`src/rtl/hicore_lsu_if.sv`:
```
// Bundle of the LSU's pipe, data-bus and write-back signals.
// master = the LSU, slave = the surrounding pipeline/bus/ROB.
interface hicore_lsu_if #(
    parameter int INFO_W = 50,
    parameter int ADDR_W = 32,
    parameter int DATA_W = 32
);
    logic                  i_agu2lsu_valid;
    logic                  i_agu2lsu_ready;
    logic                  i_agu2lsu_cancel;
    logic                  i_agu2lsu_read;
    logic                  i_agu2lsu_unsigned;
    logic                  i_agu2lsu_word_access;
    logic                  i_agu2lsu_short_access;
    logic                  i_agu2lsu_byte_access;
    logic [ADDR_W-1:0]     i_agu2lsu_addr;
    logic [DATA_W-1:0]     i_agu2lsu_wdata;
    logic [DATA_W/8-1:0]   i_agu2lsu_wmask;
    logic [INFO_W-1:0]     i_agu2lsu_info;

    logic                  o_lsu2mem_cmd_valid;
    logic                  o_lsu2mem_cmd_ready;
    logic                  o_lsu2mem_cmd_read;
    logic [ADDR_W-1:0]     o_lsu2mem_cmd_addr;
    logic [DATA_W-1:0]     o_lsu2mem_cmd_wdata;
    logic [DATA_W/8-1:0]   o_lsu2mem_cmd_wmask;

    logic                  i_mem2lsu_rsp_valid;
    logic                  i_mem2lsu_rsp_ready;
    logic [DATA_W-1:0]     i_mem2lsu_rsp_rdata;
    logic                  i_mem2lsu_rsp_err;

    logic                  o_lsu2rob_valid;
    logic                  o_lsu2rob_ready;
    logic [DATA_W-1:0]     o_lsu2rob_wdata;
    logic [INFO_W-1:0]     o_lsu2rob_info;

    logic                  flush;

    modport master (
        input  i_agu2lsu_valid, i_agu2lsu_cancel, i_agu2lsu_read, i_agu2lsu_unsigned,
               i_agu2lsu_word_access, i_agu2lsu_short_access, i_agu2lsu_byte_access,
               i_agu2lsu_addr, i_agu2lsu_wdata, i_agu2lsu_wmask, i_agu2lsu_info,
               o_lsu2mem_cmd_ready, i_mem2lsu_rsp_valid, i_mem2lsu_rsp_rdata,
               i_mem2lsu_rsp_err, o_lsu2rob_ready, flush,
        output i_agu2lsu_ready, o_lsu2mem_cmd_valid, o_lsu2mem_cmd_read,
               o_lsu2mem_cmd_addr, o_lsu2mem_cmd_wdata, o_lsu2mem_cmd_wmask,
               i_mem2lsu_rsp_ready, o_lsu2rob_valid, o_lsu2rob_wdata, o_lsu2rob_info
    );

    modport slave (
        output i_agu2lsu_valid, i_agu2lsu_cancel, i_agu2lsu_read, i_agu2lsu_unsigned,
               i_agu2lsu_word_access, i_agu2lsu_short_access, i_agu2lsu_byte_access,
               i_agu2lsu_addr, i_agu2lsu_wdata, i_agu2lsu_wmask, i_agu2lsu_info,
               o_lsu2mem_cmd_ready, i_mem2lsu_rsp_valid, i_mem2lsu_rsp_rdata,
               i_mem2lsu_rsp_err, o_lsu2rob_ready, flush,
        input  i_agu2lsu_ready, o_lsu2mem_cmd_valid, o_lsu2mem_cmd_read,
               o_lsu2mem_cmd_addr, o_lsu2mem_cmd_wdata, o_lsu2mem_cmd_wmask,
               i_mem2lsu_rsp_ready, o_lsu2rob_valid, o_lsu2rob_wdata, o_lsu2rob_info
    );
endinterface

```
`src/rtl/hicore_lsu.sv`:
```
// Blocking single-outstanding load/store unit: one bus transaction per request.
// Optional HICORE_LSU_BUS_ERR_EN turns bus errors into load/store access faults.
module hicore_lsu #(
    parameter int INFO_W = 50,
    parameter int ADDR_W = 32,
    parameter int DATA_W = 32
) (
    input logic         clk,
    input logic         rst,
    hicore_lsu_if.master bus
);
    localparam int MASK_W = DATA_W / 8;

    typedef enum logic [2:0] {IDLE, CMD, RSP, DRAIN, WB} state_t;
    state_t state, state_nxt;

    logic                read_l, uns_l, word_l, short_l, byte_l;
    logic [ADDR_W-1:0]   addr_l;
    logic [DATA_W-1:0]   wdata_l;
    logic [MASK_W-1:0]   wmask_l;
    logic [INFO_W-1:0]   info_l;
    logic [DATA_W-1:0]   rob_wdata;
    logic [INFO_W-1:0]   rob_info;

    logic agu_ready, cmd_valid, rsp_ready, rob_valid;
    logic take_req, take_excp, take_rsp;

    always_ff @(posedge clk or posedge rst) begin
        if (rst) state <= IDLE;
        else     state <= state_nxt;
    end

    // Flush wins over every handshake; a flush in RSP still owes a response
    // unless that response lands in the same cycle.
    always_comb begin
        state_nxt = state;
        agu_ready = 1'b0;
        cmd_valid = 1'b0;
        rsp_ready = 1'b0;
        rob_valid = 1'b0;
        take_req  = 1'b0;
        take_excp = 1'b0;
        take_rsp  = 1'b0;
        case (state)
            IDLE: begin
                agu_ready = 1'b1;
                if (bus.i_agu2lsu_valid && !bus.i_agu2lsu_cancel && !bus.flush) begin
                    take_req = 1'b1;
                    if (|bus.i_agu2lsu_info[15:0]) begin
                        take_excp = 1'b1;
                        state_nxt = WB;
                    end else begin
                        state_nxt = CMD;
                    end
                end
            end
            CMD: begin
                cmd_valid = 1'b1;
                if (bus.flush)                    state_nxt = IDLE;
                else if (bus.o_lsu2mem_cmd_ready) state_nxt = RSP;
            end
            RSP: begin
                rsp_ready = 1'b1;
                if (bus.flush) begin
                    state_nxt = bus.i_mem2lsu_rsp_valid ? IDLE : DRAIN;
                end else if (bus.i_mem2lsu_rsp_valid) begin
                    take_rsp  = 1'b1;
                    state_nxt = WB;
                end
            end
            DRAIN: begin
                rsp_ready = 1'b1;
                if (bus.i_mem2lsu_rsp_valid) state_nxt = IDLE;
            end
            WB: begin
                rob_valid = 1'b1;
                if (bus.flush || bus.o_lsu2rob_ready) state_nxt = IDLE;
            end
            default: state_nxt = IDLE;
        endcase
    end

    // Load alignment and extension from the latched address and size.
    logic [DATA_W-1:0] byte_sh, half_sh, aligned;
    always_comb begin
        byte_sh = bus.i_mem2lsu_rsp_rdata >> {addr_l[1:0], 3'b000};
        half_sh = bus.i_mem2lsu_rsp_rdata >> {addr_l[1], 4'b0000};
        aligned = '0;
        if (word_l)  aligned = bus.i_mem2lsu_rsp_rdata;
        if (short_l) aligned = {{(DATA_W-16){!uns_l && half_sh[15]}}, half_sh[15:0]};
        if (byte_l)  aligned = {{(DATA_W-8){!uns_l && byte_sh[7]}}, byte_sh[7:0]};
    end

    logic [INFO_W-1:0] err_bits;
    logic              err_kill;
`ifdef HICORE_LSU_BUS_ERR_EN
    always_comb begin
        err_bits = '0;
        err_kill = bus.i_mem2lsu_rsp_err;
        if (bus.i_mem2lsu_rsp_err) begin
            if (read_l) err_bits[5] = 1'b1;
            else        err_bits[7] = 1'b1;
        end
    end
`else
    logic unused_rsp_err;
    assign unused_rsp_err = bus.i_mem2lsu_rsp_err;
    assign err_bits = '0;
    assign err_kill = 1'b0;
`endif

    always_ff @(posedge clk or posedge rst) begin
        if (rst) begin
            read_l    <= 1'b0;
            uns_l     <= 1'b0;
            word_l    <= 1'b0;
            short_l   <= 1'b0;
            byte_l    <= 1'b0;
            addr_l    <= '0;
            wdata_l   <= '0;
            wmask_l   <= '0;
            info_l    <= '0;
            rob_wdata <= '0;
            rob_info  <= '0;
        end else begin
            if (take_req) begin
                read_l  <= bus.i_agu2lsu_read;
                uns_l   <= bus.i_agu2lsu_unsigned;
                word_l  <= bus.i_agu2lsu_word_access;
                short_l <= bus.i_agu2lsu_short_access;
                byte_l  <= bus.i_agu2lsu_byte_access;
                addr_l  <= bus.i_agu2lsu_addr;
                wdata_l <= bus.i_agu2lsu_wdata;
                wmask_l <= bus.i_agu2lsu_wmask;
                info_l  <= bus.i_agu2lsu_info;
            end
            if (take_excp) begin
                rob_wdata <= '0;
                rob_info  <= bus.i_agu2lsu_info;
            end
            if (take_rsp) begin
                rob_wdata <= (read_l && !err_kill) ? aligned : '0;
                rob_info  <= info_l | err_bits;
            end
        end
    end

    assign bus.i_agu2lsu_ready     = agu_ready;
    assign bus.o_lsu2mem_cmd_valid = cmd_valid;
    assign bus.o_lsu2mem_cmd_read  = read_l;
    assign bus.o_lsu2mem_cmd_addr  = addr_l;
    assign bus.o_lsu2mem_cmd_wdata = wdata_l;
    assign bus.o_lsu2mem_cmd_wmask = wmask_l;
    assign bus.i_mem2lsu_rsp_ready = rsp_ready;
    assign bus.o_lsu2rob_valid     = rob_valid;
    assign bus.o_lsu2rob_wdata     = rob_wdata;
    assign bus.o_lsu2rob_info      = rob_info;
endmodule

```
`src/flat_wrapper.sv`:
```
// flat-port wrapper written by rule: the top's interface ports become plain ports
module hicore_lsu_flat 
#(
    parameter int INFO_W = 50,
    parameter int ADDR_W = 32,
    parameter int DATA_W = 32
)
  (clk, rst, bus_i_agu2lsu_valid, bus_i_agu2lsu_cancel, bus_i_agu2lsu_read, bus_i_agu2lsu_unsigned, bus_i_agu2lsu_word_access, bus_i_agu2lsu_short_access, bus_i_agu2lsu_byte_access, bus_i_agu2lsu_addr, bus_i_agu2lsu_wdata, bus_i_agu2lsu_wmask, bus_i_agu2lsu_info, bus_o_lsu2mem_cmd_ready, bus_i_mem2lsu_rsp_valid, bus_i_mem2lsu_rsp_rdata, bus_i_mem2lsu_rsp_err, bus_o_lsu2rob_ready, bus_flush, bus_i_agu2lsu_ready, bus_o_lsu2mem_cmd_valid, bus_o_lsu2mem_cmd_read, bus_o_lsu2mem_cmd_addr, bus_o_lsu2mem_cmd_wdata, bus_o_lsu2mem_cmd_wmask, bus_i_mem2lsu_rsp_ready, bus_o_lsu2rob_valid, bus_o_lsu2rob_wdata, bus_o_lsu2rob_info);
  hicore_lsu_if #(.INFO_W(INFO_W), .ADDR_W(ADDR_W), .DATA_W(DATA_W)) bus_i ();
  input logic clk;
  input logic rst;
  input wire logic [$bits(bus_i.i_agu2lsu_valid)-1:0] bus_i_agu2lsu_valid;
  input wire logic [$bits(bus_i.i_agu2lsu_cancel)-1:0] bus_i_agu2lsu_cancel;
  input wire logic [$bits(bus_i.i_agu2lsu_read)-1:0] bus_i_agu2lsu_read;
  input wire logic [$bits(bus_i.i_agu2lsu_unsigned)-1:0] bus_i_agu2lsu_unsigned;
  input wire logic [$bits(bus_i.i_agu2lsu_word_access)-1:0] bus_i_agu2lsu_word_access;
  input wire logic [$bits(bus_i.i_agu2lsu_short_access)-1:0] bus_i_agu2lsu_short_access;
  input wire logic [$bits(bus_i.i_agu2lsu_byte_access)-1:0] bus_i_agu2lsu_byte_access;
  input wire logic [$bits(bus_i.i_agu2lsu_addr)-1:0] bus_i_agu2lsu_addr;
  input wire logic [$bits(bus_i.i_agu2lsu_wdata)-1:0] bus_i_agu2lsu_wdata;
  input wire logic [$bits(bus_i.i_agu2lsu_wmask)-1:0] bus_i_agu2lsu_wmask;
  input wire logic [$bits(bus_i.i_agu2lsu_info)-1:0] bus_i_agu2lsu_info;
  input wire logic [$bits(bus_i.o_lsu2mem_cmd_ready)-1:0] bus_o_lsu2mem_cmd_ready;
  input wire logic [$bits(bus_i.i_mem2lsu_rsp_valid)-1:0] bus_i_mem2lsu_rsp_valid;
  input wire logic [$bits(bus_i.i_mem2lsu_rsp_rdata)-1:0] bus_i_mem2lsu_rsp_rdata;
  input wire logic [$bits(bus_i.i_mem2lsu_rsp_err)-1:0] bus_i_mem2lsu_rsp_err;
  input wire logic [$bits(bus_i.o_lsu2rob_ready)-1:0] bus_o_lsu2rob_ready;
  input wire logic [$bits(bus_i.flush)-1:0] bus_flush;
  output wire logic [$bits(bus_i.i_agu2lsu_ready)-1:0] bus_i_agu2lsu_ready;
  output wire logic [$bits(bus_i.o_lsu2mem_cmd_valid)-1:0] bus_o_lsu2mem_cmd_valid;
  output wire logic [$bits(bus_i.o_lsu2mem_cmd_read)-1:0] bus_o_lsu2mem_cmd_read;
  output wire logic [$bits(bus_i.o_lsu2mem_cmd_addr)-1:0] bus_o_lsu2mem_cmd_addr;
  output wire logic [$bits(bus_i.o_lsu2mem_cmd_wdata)-1:0] bus_o_lsu2mem_cmd_wdata;
  output wire logic [$bits(bus_i.o_lsu2mem_cmd_wmask)-1:0] bus_o_lsu2mem_cmd_wmask;
  output wire logic [$bits(bus_i.i_mem2lsu_rsp_ready)-1:0] bus_i_mem2lsu_rsp_ready;
  output wire logic [$bits(bus_i.o_lsu2rob_valid)-1:0] bus_o_lsu2rob_valid;
  output wire logic [$bits(bus_i.o_lsu2rob_wdata)-1:0] bus_o_lsu2rob_wdata;
  output wire logic [$bits(bus_i.o_lsu2rob_info)-1:0] bus_o_lsu2rob_info;
  assign bus_i.i_agu2lsu_valid = bus_i_agu2lsu_valid;
  assign bus_i.i_agu2lsu_cancel = bus_i_agu2lsu_cancel;
  assign bus_i.i_agu2lsu_read = bus_i_agu2lsu_read;
  assign bus_i.i_agu2lsu_unsigned = bus_i_agu2lsu_unsigned;
  assign bus_i.i_agu2lsu_word_access = bus_i_agu2lsu_word_access;
  assign bus_i.i_agu2lsu_short_access = bus_i_agu2lsu_short_access;
  assign bus_i.i_agu2lsu_byte_access = bus_i_agu2lsu_byte_access;
  assign bus_i.i_agu2lsu_addr = bus_i_agu2lsu_addr;
  assign bus_i.i_agu2lsu_wdata = bus_i_agu2lsu_wdata;
  assign bus_i.i_agu2lsu_wmask = bus_i_agu2lsu_wmask;
  assign bus_i.i_agu2lsu_info = bus_i_agu2lsu_info;
  assign bus_i.o_lsu2mem_cmd_ready = bus_o_lsu2mem_cmd_ready;
  assign bus_i.i_mem2lsu_rsp_valid = bus_i_mem2lsu_rsp_valid;
  assign bus_i.i_mem2lsu_rsp_rdata = bus_i_mem2lsu_rsp_rdata;
  assign bus_i.i_mem2lsu_rsp_err = bus_i_mem2lsu_rsp_err;
  assign bus_i.o_lsu2rob_ready = bus_o_lsu2rob_ready;
  assign bus_i.flush = bus_flush;
  assign bus_i_agu2lsu_ready = bus_i.i_agu2lsu_ready;
  assign bus_o_lsu2mem_cmd_valid = bus_i.o_lsu2mem_cmd_valid;
  assign bus_o_lsu2mem_cmd_read = bus_i.o_lsu2mem_cmd_read;
  assign bus_o_lsu2mem_cmd_addr = bus_i.o_lsu2mem_cmd_addr;
  assign bus_o_lsu2mem_cmd_wdata = bus_i.o_lsu2mem_cmd_wdata;
  assign bus_o_lsu2mem_cmd_wmask = bus_i.o_lsu2mem_cmd_wmask;
  assign bus_i_mem2lsu_rsp_ready = bus_i.i_mem2lsu_rsp_ready;
  assign bus_o_lsu2rob_valid = bus_i.o_lsu2rob_valid;
  assign bus_o_lsu2rob_wdata = bus_i.o_lsu2rob_wdata;
  assign bus_o_lsu2rob_info = bus_i.o_lsu2rob_info;
  hicore_lsu #(.INFO_W(INFO_W), .ADDR_W(ADDR_W), .DATA_W(DATA_W)) u_core (.clk(clk), .rst(rst), .bus(bus_i));
endmodule
```
`config.mk`:
```
export PLATFORM = sky130hd
export DESIGN_NAME = hicore_lsu_flat
export DESIGN_NICKNAME = d
export VERILOG_FILES = /design/src/rtl/hicore_lsu_if.sv /design/src/rtl/hicore_lsu.sv /design/src/flat_wrapper.sv
export SDC_FILE = /design/constraint.sdc
export NUM_CORES = 1
export LEC_CHECK = 0
export ABC_AREA = 1
export BUFFER_PORTS_ARGS = -buffer_cell sky130_fd_sc_hd__buf_2
export CORE_MARGIN = 3
export CORE_UTILIZATION = 30
export DETAILED_ROUTE_END_ITERATION = 12
export RECOVER_POWER = 100
export SETUP_SLACK_MARGIN = 0.2
export SLEW_MARGIN = 30
export SYNTH_ARGS = -nofsm -noshare
export SYNTH_HDL_FRONTEND = slang
export SYNTH_SLANG_ARGS = --single-unit
```
`constraint.sdc`:
```
create_clock -name clk -period 6.35 [get_ports clk]
set_clock_uncertainty 0.05 [all_clocks]
set_input_delay 0.635 -clock clk [delete_from_list [all_inputs] [get_ports clk]]
set_output_delay 0.635 -clock clk [all_outputs]
set_load 0.005 [all_outputs]
```
==> results_dict.tcl <==
set metrics [dict create \
    status "complete, but fails checks" \
    failed_checks "max-capacitance violations, max-slew violations" \
    post_synth_instance_area_mm2 0.00932 \
    worstReg2RegStart "u_core.state[0]" \
    pre_cts_ws_ns 2.89 \
    core_area_mm2 0.0301 \
    ff2ff_path_depth 8 \
    postSynthCellCount 1198 \
    ir_worst_vdd_uv 193 \
    clkTransAtPathRegs_ns 0.06 \
    yosys_warnings 0 \
    n_fill_cell 3210 \
    setup-violations-final 0 \
    post-route-period-util 0.680 \
    maximum_number_of_pins_on_one_net_before_global_route_repair 116 \
    slowest_delay_ns 1.12 \
    globalplace.congestion 0.908 \
    hold_ws_ns 0.184 \
    power_frac_comb 0.177 \
    layout.cells.non_filler 1892 \
    synth_seq_area_share 0.559 \
    layout_commonest_cell "sky130_fd_sc_hd__nand2_1" \
    grt_overflow_total 0 \
    die_y_um 182 \
    clock_sinks 208 \
    pin_count 319 \
    cts_hold_buf 0 \
    worstSetupStartpointType "flip-flop" \
    synth_fa_ha_area_frac 0 \
    main_combinational_cell_family_by_area_after_synthesis "simple AND/OR/NAND/NOR gates" \
    cellPowerDensity_mw_per_mm2 318 \
    register_bit_total_from_synthesis 208 \
    reg2reg_slack_ns 2.03 \
    detail_route.vias_per_cell 4.58 \
    die_area_mm2 0.0332 \
    syn-mean-instance-area_um2 7.78 \
    global_route_wire_length_before_repair_um 44900 \
    min_period_ns 4.32 \
    area.sequential_mm2 0.00520 \
    cts.htree.levels 1 \
    netSwitchingPower_mw 1.10 \
    crit_slowest_cell "sky130_fd_sc_hd__clkbuf_2" \
    multi_input_comb_area_mm2 0.00354 \
    total_number_of_placement_rows 63 \
    yosys.area_share.simple 0.322 \
    total_power_consumption_mw 3.77 \
    post-cts-setup-buffer-count 0 \
    final_net_count 1643 \
    muxShareOfSynthArea 0 \
    final_area_mm2 0.0119 \
    cts_tree "built" \
    fin_setup_tns_ns 0 \
    drive_gt1_frac 0.184 \
    drt_pass1_iterations 5 \
    cell_internal_pwr_mw 2.67 \
    cp-end-kind "flip-flop" \
    power.share.switching 0.292 \
    detailroute.via_count 8658 \
    grt_pass1_vias 8350 \
    initialDrtViolationCount 583 \
    p_leak_nw 6.55 \
    clk_latency_ns 0.52 \
    detail_route.drc_violations 0 \
    worst-endpoint-required_ns 6.67 \
    clock_root_buffer "sky130_fd_sc_hd__clkbuf_16" \
    power.share.sequential 0.446 \
    initial_utilization 0.309 \
    timing.critical_path.fanout_max 105 \
    dp.final_hpwl_um 19200 \
    syn_nets 1362 \
    criticalPathCategory "reg -> reg" \
    fin_util 0.394 \
    maxCapViolations 3 \
    hold_violations 0 \
    cts_made_buffers 25 \
    rsz0062_at_grt "false" \
    post_synth_xor_area_fraction 0 \
    placed_cells 1841 \
    crit_buf_inv 5 \
    regToRegEndpoint "u_core.info_l[46]" \
    max_slew.worst_pin.slew_ns 2.85 \
    critical-path-top-delay-family "buffers and inverters" \
    synth-compound-area-share 0.0588 \
    timing_max_transition_violations_final 273 \
    antenna_violations_before_repair 7 \
    power.clock.fraction 0.376 \
    area_growth_pct 27.3 \
    detail-route-antenna-nets 0 \
    commonest_non_fill_non_tap_cells_in_the_layout "sky130_fd_sc_hd__nand2_1, sky130_fd_sc_hd__buf_2, sky130_fd_sc_hd__dfrtp_1" \
    post_cts_resize_count 0 \
    routed_wirelength_um 28000 \
    buffer_ports.inserted 317 \
    die_w_um 182 \
    fin_ws_ns 2.03 \
    timing.max_slew.rel_slack -0.901 \
    instance_area_after_placement_mm2 0.0112 \
    min_delay_path_class "in -> async" \
    post_drt_wl_per_cell_um 14.8 \
    maximum_frequency_from_static_timing_analysis_mhz 232 \
    worst-endpoint-arrival_ns 4.63 \
    path_cells "inv_1 -> nand2_1 -> nor3_1 -> buf_4 -> buf_4 -> inv_1 -> clkbuf_2 -> o21ai_0" \
    clock_tree.buffer_depth 3 \
    grt_use_total 0.163 \
    synthDistinctLibCells 18 \
]
-- synthesized netlist by cell type, drive strengths merged --
cell type	count	area share
a21oi	20	0.011
clkbuf	25	0.010
nand3	146	0.078
o21ai	88	0.047
inv	62	0.025
nand3b	1	0.00081
nand4	2	0.0013
nor3	2	0.0023
nor2	40	0.016
clkinv	2	0.00081
buf	48	0.025
dfrtp	208	0.56
o21bai	1	0.00081
nand2	553	0.22
-- sequential cells by signal, indices dropped and copies added (netlist names) --
register	count
u_core.state	3
u_core.word_l	1
u_core.short_l	1
u_core.bus.o_lsu2rob_info	50
u_core.byte_l	1
u_core.info_l	50
u_core.bus.o_lsu2mem_cmd_read	1
u_core.bus.o_lsu2rob_wdata	32
u_core.bus.o_lsu2mem_cmd_addr	32
u_core.uns_l	1
u_core.bus.o_lsu2mem_cmd_wdata	32
u_core.bus.o_lsu2mem_cmd_wmask	4
-- kinds of logic after synthesis --
family,after synthesis
AOI/OAI and AO/OA,109
buffers and inverters,137
DFF,208
and+or+nand+nor,744
-- metal layers --
metal	vias to the layer above	part of all wire	track usage
met4	6	0.025	0.0472
met5	-	0.0019	0
met2	300	0.46	0.257
met1	3972	0.43	0.220
met3	50	0.082	0.0462
li1	4330	-	-
-- power groups by stage --
stage | combinational [mW] | clock [mW] | sequential, mW
after floorplan | 0.373 | 0 | 1.69
after global routing | 0.771 | 1.53 | 1.71
final | 0.667 | 1.42 | 1.68
after detailed placement | 0.705 | 0 | 1.70
after global placement | 0.690 | 0 | 1.69
after CTS | 0.706 | 1.47 | 1.68
-- worst max path at each step --
| stage | end | slack, ns | depth (start not counted) | from |
|---|---|---|---|---|
| floorplan | u_core.bus.o_lsu2mem_cmd_addr[0] | 2.96 | 1 | rst |
| global placement | u_core.bus.o_lsu2rob_info[30] | 2.58 | 10 | bus_i_agu2lsu_info[8] |
| detailed placement | u_core.info_l[40] | 2.89 | 9 | bus_flush |
| CTS | u_core.info_l[46] | 3.22 | 8 | u_core.state[0] |
| global route | u_core.info_l[46] | 1.52 | 8 | u_core.state[0] |
| finish | u_core.info_l[46] | 2.03 | 8 | u_core.state[0] |
-- final cells by class --
| type | instances | share of cell area |
|---|---|---|
| sequential | 208 | 0.439 |
| multi-input combinational | 853 | 0.298 |
| timing repair buffer | 327 | 0.131 |
| clock buffer | 32 | 0.0575 |
| tap | 390 | 0.0411 |
| inverter | 64 | 0.0204 |
| clock inverter | 14 | 0.0119 |
| antenna | 4 | 0.000844 |
(Power assumes the default switching activity.)
